===== src/rtl/mux_sel_seq_pkg.sv =====
`default_nettype none
// +----------------------------------------------------------------------------+
// | mux_sel_seq_pkg                                                            |
// | Shared FSM state type and control-register bit layout for mux_sel_seq.     |
// | Revision: 1.0                                                              |
// +----------------------------------------------------------------------------+
package mux_sel_seq_pkg;

  typedef enum logic [2:0] {
    ST_IDLE   = 3'd0,
    ST_BREAK  = 3'd1,
    ST_ADDR   = 3'd2,
    ST_MAKE   = 3'd3,
    ST_POTREQ = 3'd4
  } state_t;

  localparam int c_pot_lsb       = 0;
  localparam int c_pot_w         = 14;
  localparam int c_stat_pot_busy = 14;
  localparam int c_stat_seq_busy = 15;
  localparam int c_grp_lsb       = 16;
  localparam int c_grp_w         = 8;
  localparam int c_fld_en        = 7;
  localparam int c_fld_cs_lsb    = 5;
  localparam int c_fld_cs_w      = 2;
  localparam int c_en_w          = 4;

  function automatic int grp_lsb(input int g);
    return c_grp_lsb + g * c_grp_w;
  endfunction

endpackage
`default_nettype wire


===== src/rtl/mux_sel_seq_grp_drv.sv =====
`default_nettype none
// +----------------------------------------------------------------------------+
// | mux_grp_drv                                                                |
// | Registered address / one-hot enable driver for one mux group.              |
// | Revision: 1.0                                                              |
// +----------------------------------------------------------------------------+
module mux_grp_drv
  import mux_sel_seq_pkg::*;
#(
  parameter int ADDR_W = 3
) (
  input  logic                  clk,
  input  logic                  rst_,
  input  state_t                i_state,
  input  logic                  i_kill,
  input  logic                  i_fld_en,
  input  logic [c_fld_cs_w-1:0] i_fld_cs,
  input  logic [ADDR_W-1:0]     i_fld_addr,
  output logic [ADDR_W-1:0]     o_addr,
  output logic [c_en_w-1:0]     o_en
);

  logic [ADDR_W-1:0] r_addr;
  logic [c_en_w-1:0] r_en;

  always_ff @(posedge clk or negedge rst_) begin
    if (!rst_) begin
      r_addr <= '0;
      r_en   <= '0;
    end else begin
      case (i_state)
        ST_ADDR: r_addr <= i_fld_addr;
        ST_MAKE: if (!i_fld_en) r_addr <= '0;
        default: ;
      endcase
      // A fresh write drops the enable at once, even over a pending make.
      if (i_kill) begin
        r_en <= '0;
      end else begin
        case (i_state)
          ST_MAKE:           r_en <= i_fld_en ? (c_en_w'(1) << i_fld_cs) : '0;
          ST_BREAK, ST_ADDR: r_en <= '0;
          default: ;
        endcase
      end
    end
  end

  assign o_addr = r_addr;
  assign o_en   = r_en;

endmodule
`default_nettype wire


===== src/rtl/mux_sel_seq.sv =====
`default_nettype none
// +----------------------------------------------------------------------------+
// | mux_sel_seq                                                                |
// | Break-before-make mux select sequencer with potentiometer SPI hand-off.    |
// | Revision: 1.0                                                              |
// +----------------------------------------------------------------------------+
module mux_sel_seq
  import mux_sel_seq_pkg::*;
#(
  parameter int N_GRP      = 2,
  parameter int ADDR_W     = 3,
  parameter int BREAK_CYC  = 2,
  parameter int SETTLE_CYC = 4,
  parameter int POT_CS     = 2
) (
  input  logic                      clk,
  input  logic                      rst_,
  input  logic                      valid_pci,
  input  logic                      sel_reg_sel,
  input  logic                      rd_wr,
  input  logic [31:0]               ad_to_tuvv,
  output logic [31:0]               ad_from_tuvv,
  input  logic                      pot_busy,
  input  logic                      send_ok_strobe,
  output logic                      send_data_spi,
  output logic [13:0]               dat_spi_out,
  output logic [N_GRP*ADDR_W-1:0]   mux_addr,
  output logic [N_GRP*c_en_w-1:0]   mux_en,
  output logic                      seq_busy
);

  localparam int c_cnt_max = (BREAK_CYC > SETTLE_CYC) ? BREAK_CYC : SETTLE_CYC;
  localparam int c_cnt_w   = $clog2(c_cnt_max + 1);
  localparam logic [c_cnt_w-1:0]    c_break_ld  = c_cnt_w'(BREAK_CYC - 1);
  localparam logic [c_cnt_w-1:0]    c_settle_ld = c_cnt_w'(SETTLE_CYC - 1);
  localparam logic [c_cnt_w-1:0]    c_cnt_one   = c_cnt_w'(1);
  localparam logic [c_fld_cs_w-1:0] c_pot_cs    = c_fld_cs_w'(POT_CS);

  state_t             r_state, w_state_nxt;
  logic [c_cnt_w-1:0] r_cnt, w_cnt_nxt;
  logic [31:0]        r_shadow, r_active, w_rd_word;
  logic               r_send;
  logic               w_wr_acc, w_rd_acc, w_pot_sel;
  logic               w_seq_busy, w_load_active, w_spi_set;

  assign w_wr_acc  = sel_reg_sel & valid_pci & rd_wr;
  assign w_rd_acc  = sel_reg_sel & ~rd_wr;
  assign w_pot_sel = r_active[c_grp_lsb + c_fld_en] &&
                     (r_active[c_grp_lsb + c_fld_cs_lsb +: c_fld_cs_w] == c_pot_cs);

  always_ff @(posedge clk or negedge rst_) begin
    if (!rst_) begin
      r_state <= ST_IDLE;
      r_cnt   <= '0;
    end else begin
      r_state <= w_state_nxt;
      r_cnt   <= w_cnt_nxt;
    end
  end

  always_comb begin
    w_state_nxt = r_state;
    w_cnt_nxt   = r_cnt;
    if (w_wr_acc) begin
      w_state_nxt = ST_BREAK;
      w_cnt_nxt   = c_break_ld;
    end else begin
      case (r_state)
        ST_BREAK:
          if (r_cnt == '0) begin
            w_state_nxt = ST_ADDR;
            w_cnt_nxt   = c_settle_ld;
          end else begin
            w_cnt_nxt = r_cnt - c_cnt_one;
          end
        ST_ADDR:
          if (r_cnt == '0) begin
            w_state_nxt = ST_MAKE;
            w_cnt_nxt   = '0;
          end else begin
            w_cnt_nxt = r_cnt - c_cnt_one;
          end
        ST_MAKE: begin
          w_state_nxt = w_pot_sel ? ST_POTREQ : ST_IDLE;
          w_cnt_nxt   = '0;
        end
        ST_POTREQ:
          if (!pot_busy) w_state_nxt = ST_IDLE;
        default: w_state_nxt = ST_IDLE;
      endcase
    end
  end

  always_comb begin
    w_seq_busy    = (r_state != ST_IDLE);
    w_load_active = (r_state == ST_BREAK) && (r_cnt == '0);
    w_spi_set     = (r_state == ST_POTREQ) && !pot_busy;
  end

  always_ff @(posedge clk or negedge rst_) begin
    if (!rst_) begin
      r_shadow <= '0;
      r_active <= '0;
      r_send   <= 1'b0;
    end else begin
      if (w_wr_acc)      r_shadow <= ad_to_tuvv;
      if (w_load_active) r_active <= r_shadow;
      // Clear beats set so a done strobe can never be lost to a same-cycle request.
      if (w_wr_acc || send_ok_strobe) r_send <= 1'b0;
      else if (w_spi_set)             r_send <= 1'b1;
    end
  end

  always_comb begin
    w_rd_word                  = r_active;
    w_rd_word[c_stat_seq_busy] = w_seq_busy;
    w_rd_word[c_stat_pot_busy] = pot_busy;
  end

  assign ad_from_tuvv  = w_rd_acc ? w_rd_word : '0;
  assign dat_spi_out   = w_pot_sel ? r_active[c_pot_lsb +: c_pot_w] : '0;
  assign send_data_spi = r_send;
  assign seq_busy      = w_seq_busy;

  for (genvar g = 0; g < N_GRP; g++) begin : g_grp
    localparam int c_lsb = grp_lsb(g);
    mux_grp_drv #(
      .ADDR_W(ADDR_W)
    ) u_drv (
      .clk       (clk),
      .rst_      (rst_),
      .i_state   (r_state),
      .i_kill    (w_wr_acc),
      .i_fld_en  (r_active[c_lsb + c_fld_en]),
      .i_fld_cs  (r_active[c_lsb + c_fld_cs_lsb +: c_fld_cs_w]),
      .i_fld_addr(r_active[c_lsb +: ADDR_W]),
      .o_addr    (mux_addr[g*ADDR_W +: ADDR_W]),
      .o_en      (mux_en[g*c_en_w +: c_en_w])
    );
  end

endmodule
`default_nettype wire

===== config.mk =====
export PLATFORM = sky130hd
export DESIGN_NAME = mux_sel_seq
export DESIGN_NICKNAME = d
export VERILOG_FILES = /design/src/rtl/mux_sel_seq_pkg.sv /design/src/rtl/mux_sel_seq_grp_drv.sv /design/src/rtl/mux_sel_seq.sv
export SDC_FILE = /design/constraint.sdc
export NUM_CORES = 1
export LEC_CHECK = 0
export CAP_MARGIN = 20
export CORE_MARGIN = 2
export CORE_UTILIZATION = 30
export DETAILED_ROUTE_END_ITERATION = 12
export GPL_TIMING_DRIVEN = 0
export HOLD_SLACK_MARGIN = 0.12
export PLACE_DENSITY_LB_ADDON = 0.25
export SETUP_SLACK_MARGIN = 0.02
export SKIP_CTS_REPAIR_TIMING = 1
export SLEW_MARGIN = 20
export SYNTH_ARGS = -nofsm -noshare
export SYNTH_HDL_FRONTEND = slang
export SYNTH_SLANG_ARGS = --single-unit

===== constraint.sdc =====
create_clock -name clk -period 1.85 [get_ports clk]
set_input_delay 0.37 -clock clk [delete_from_list [all_inputs] [get_ports clk]]
set_output_delay 0.37 -clock clk [all_outputs]
set_load 0.05 [all_outputs]

==> results of run 1 <==
[synth_stat cells]
library cell / number / area [µm²]
nand2_1: 95 / 357
dfrtp_1: 81 / 2030
and2_1: 47 / 294
mux2_2: 28 / 315
a22o_1: 10 / 87.6
clkbuf_1: 8 / 30.0
inv_1: 6 / 22.5
nor2b_1: 6 / 37.5
a32o_1: 3 / 30.0
buf_1: 3 / 11.3
buf_2: 3 / 15.0
buf_6: 3 / 33.8
nor2_1: 3 / 11.3
nor3_1: 3 / 15.0
o2bb2ai_1: 3 / 26.3
a21oi_1: 2 / 10.0
and3b_1: 2 / 17.5
buf_4: 2 / 15.0
ha_1: 2 / 25.0
mux2_1: 2 / 22.5
o21ai_0: 2 / 10.0
a221o_1: 1 / 10.0
a31oi_1: 1 / 6.26
a32oi_1: 1 / 8.76
and3_1: 1 / 6.26
mux2i_1: 1 / 10.0
nand3_1: 1 / 5.00
nand3b_1: 1 / 7.51
nand4_1: 1 / 6.26
nor2_2: 1 / 6.26
nor3b_4: 1 / 18.8
nor4_1: 1 / 6.26
nor4b_1: 1 / 8.76
nor4b_4: 1 / 23.8
o21a_1: 1 / 7.51
o311ai_0: 1 / 8.76
or3_1: 1 / 6.26
xnor2_1: 1 / 8.76
[per-layer routing]
layer | vias to the layer above | routed length (µm) | share of wire (%)
li1 | 1344 | - | -
met1 | 1390 | 4700 | 47
met2 | 72 | 4700 | 47
met3 | 11 | 519 | 5.2
met4 | 0 | 145 | 1.4
met5 | - | 0 | 0
[sequential cells by signal, summed over array words and instances, names as in the netlist]
signal / count
g_grp.u_drv.o_addr: 6
g_grp.u_drv.o_en: 8
r_active: 30
r_cnt: 3
r_shadow: 30
r_state: 3
send_data_spi: 1
[cells in the final DEF (no fill, tap or decap), drive strengths merged]
| cell | count |
|---|---|
| o21a | 1 |
| and2 | 47 |
| a32oi | 1 |
| inv | 6 |
| buf | 74 |
| dlymetal6s2s | 17 |
| nor4 | 1 |
| a21oi | 2 |
| nor3b | 1 |
| bufinv | 1 |
| mux2i | 1 |
| o2bb2ai | 3 |
| and3b | 2 |
| nand3b | 1 |
| clkinvlp | 1 |
| dlygate4sd3 | 1 |
| and3 | 1 |
| nand2 | 95 |
| nor4b | 2 |
| clkinv | 4 |
| or3 | 1 |
| xnor2 | 1 |
| clkdlybuf4s50 | 33 |
| nor3 | 3 |
| a32o | 3 |
| o21ai | 2 |
| o311ai | 1 |
| dfrtp | 81 |
| ha | 2 |
| nand3 | 1 |
| nor2b | 6 |
| a221o | 1 |
| a22o | 10 |
| nor2 | 4 |
| a31oi | 1 |
| clkbuf | 21 |
| mux2 | 30 |
| nand4 | 1 |
[power by group through the flow]
stage | combinational [W] | sequential (W) | clock (W)
2_1_floorplan | 0.00171 | 0.00278 | 0
4_1_cts | 0.00273 | 0.00265 | 0.00183
6_report | 0.00340 | 0.00268 | 0.00180
3_5_place_dp | 0.00272 | 0.00267 | 0
5_1_grt | 0.00360 | 0.00275 | 0.00191
3_3_place_gp | 0.00267 | 0.00266 | 0
[final timing paths]
check	start	endpoint	slack (ns)	cells past startpoint
setup reg to reg	r_cnt[1]	r_active[23]	-0.10	7
hold / removal	r_shadow[24]	r_shadow[24]	0.47	2
max in group asynchronous	rst_	r_active[21]	0.73	3
hold reg to reg	r_shadow[24]	r_shadow[24]	0.47	2
setup / recovery	r_active[21]	dat_spi_out[11]	-0.13	4
min in group asynchronous	rst_	g_grp[1].u_drv.o_addr[1]	0.52	2
[cell families (layout without fill, tap and decap cells)]
family,after synthesis,in the layout,synth area share (%)
AND/OR/NAND/NOR,166,166,23.2
flip-flops,81,81,56.8
multiplexers,31,31,9.75
AO/OA/AOI/OAI,25,25,5.75
buffers and inverters,25,158,3.58
adder cells (fa/ha/maj),2,2,0.701
XOR/XNOR,1,1,0.245
[worst max-delay path, cell delays in order, from the launching register on]
cell     delay [ns]
dfrtp_2        0.43
and3b_2        0.39
buf_6          0.16
and2_4         0.15
buf_8          0.13
[metrics by stage]
| stage | utilization, % | worst slack, ns | total power, W |
|---|---|---|---|
| global route | 48.6 | -0.174 | 0.00826 |
| detailed placement | 41.3 | -1.27 | 0.00539 |
| CTS | 43.9 | -1.36 | 0.00721 |
| floorplan | - | 0.0585 | 0.00449 |
| global placement | 41.1 | -2.48 | 0.00533 |
| finish | 48.6 | -0.133 | 0.00788 |
[layout make-up]
| cell class | instances | area, µm² |
|---|---|---|
| Buffer | 18 | 174 |
| Clock buffer | 10 | 239 |
| Clock inverter | 6 | 57.6 |
| Fill cell | 1095 | 5910 |
| Inverter | 6 | 25.0 |
| Multi-Input combinational cell | 225 | 1570 |
| Sequential cell | 81 | 2030 |
| Tap cell | 143 | 179 |
| Timing Repair Buffer | 118 | 1330 |
==> reports/metrics.cfg, run 1 <==
[run]
max-cap-violations = 0

[grt]
use_met2_pct = 23.1
grtUsageMet3_pct = 4.98
grt_first_pass_wirelength_um = 14800
grt-ovfl-total = 0
grt_usage_pct = 15.0
grt_pass1_vias = 2786
grt_use_met1_pct = 20.3
busiest_layer = met2
antenna_found_initial = 0
grt_max_degree = 53

[yosys]
netlist_area_um2 = 3570
syn-instance-count = 331
yosysUniqueCellTypes = 38
avgSynthCellArea_um2 = 10.8
synth-seq-area-share_pct = 56.8
synth_nets = 372
yosysWarnings = 0
ys_seq_elements = 81

[sta]
timing.final.ws_setup_ns = -0.133
tightest_slew_ns = 0.579
fmax_ghz = 0.504
tns_ns = -3.54
finalCritPeriodShare_pct = 107
fin_crit_ns = 1.98
fin_skew_ns = 0.00700
rsz0062_at_grt = true
maxSlewViolCount = 0
slew_headroom_pct = 61.4
hold_viol = 0
timing.hold.ws_ns = 0.473
setup_viol = 44

[floorplan]
ios = 101
dieArea_um2 = 12800
die_x_um = 113
row_count = 39
start_util_pct = 31.0
die_h_um = 113
core_region_area_um2 = 11500

[detailed_routing]
viasPerCell = 4.64
drt-wirelength-per-cell_um = 16.6
drt_iter0_markers = 75
detail_route.wirelength_um = 10100
ant_nets = 0
drtPass1Iterations = 8
vias = 2817
drc = 5

[pwr]
power.net_switching_w = 0.00283
combPwrFrac_pct = 43.2
ir_drop_uv = 444
p_per_area_nw_per_um2 = 1410
leakage_nw = 2.95
pwr-share-seq_pct = 34.0
clock_power_share_pct = 22.8
p_sw_share_pct = 35.9
p_int_w = 0.00505

[layout]
diodes = 0
area_delta_synth_final_pct = 57.0
final_cells = 607
final_cell_area_um2 = 5600
drive_gt1_share_pct = 32.3
layout.nets = 500

[clock_network]
clk_transition_reported_paths_ns = 0.06
cts_buffers = 9
cts_tree = built
clock_latency_ns = 0.34
h-tree-depth = 3
cts_sinks = 81
clockBufferDepth = 2
root_buffer = clkbuf_16

[outcome]
violations = DRC, setup timing
status = complete, but fails checks

[place]
dp_cells = 573
io_buffers = 98
post-dp-hpwl_um = 6350
gp_congestion = 0.790
placed_cell_area_um2 = 4760

[worst_setup_path]
worstSetupPathType = reg2out
crit_fanout = 7
start_kind = flop
required_ns = 1.48
cp-end-kind = output pin
worstPathArrival_ns = 1.61

[hold_path]
hp-class = reg2reg

Note: power is estimated with default switching activity, not from simulation.
==> run 2: changes to the inputs <==
--- a/config.mk
+++ b/config.mk
@@ -14,6 +14,7 @@
 export PLACE_DENSITY_LB_ADDON = 0.25
 export SETUP_SLACK_MARGIN = 0.02
 export SKIP_CTS_REPAIR_TIMING = 1
+export SKIP_LAST_GASP = 1
 export SLEW_MARGIN = 20
 export SYNTH_ARGS = -nofsm -noshare
 export SYNTH_HDL_FRONTEND = slang
==> results of run 2 <==
No change in the layout: final DEF, timing and power equal those of run 1.
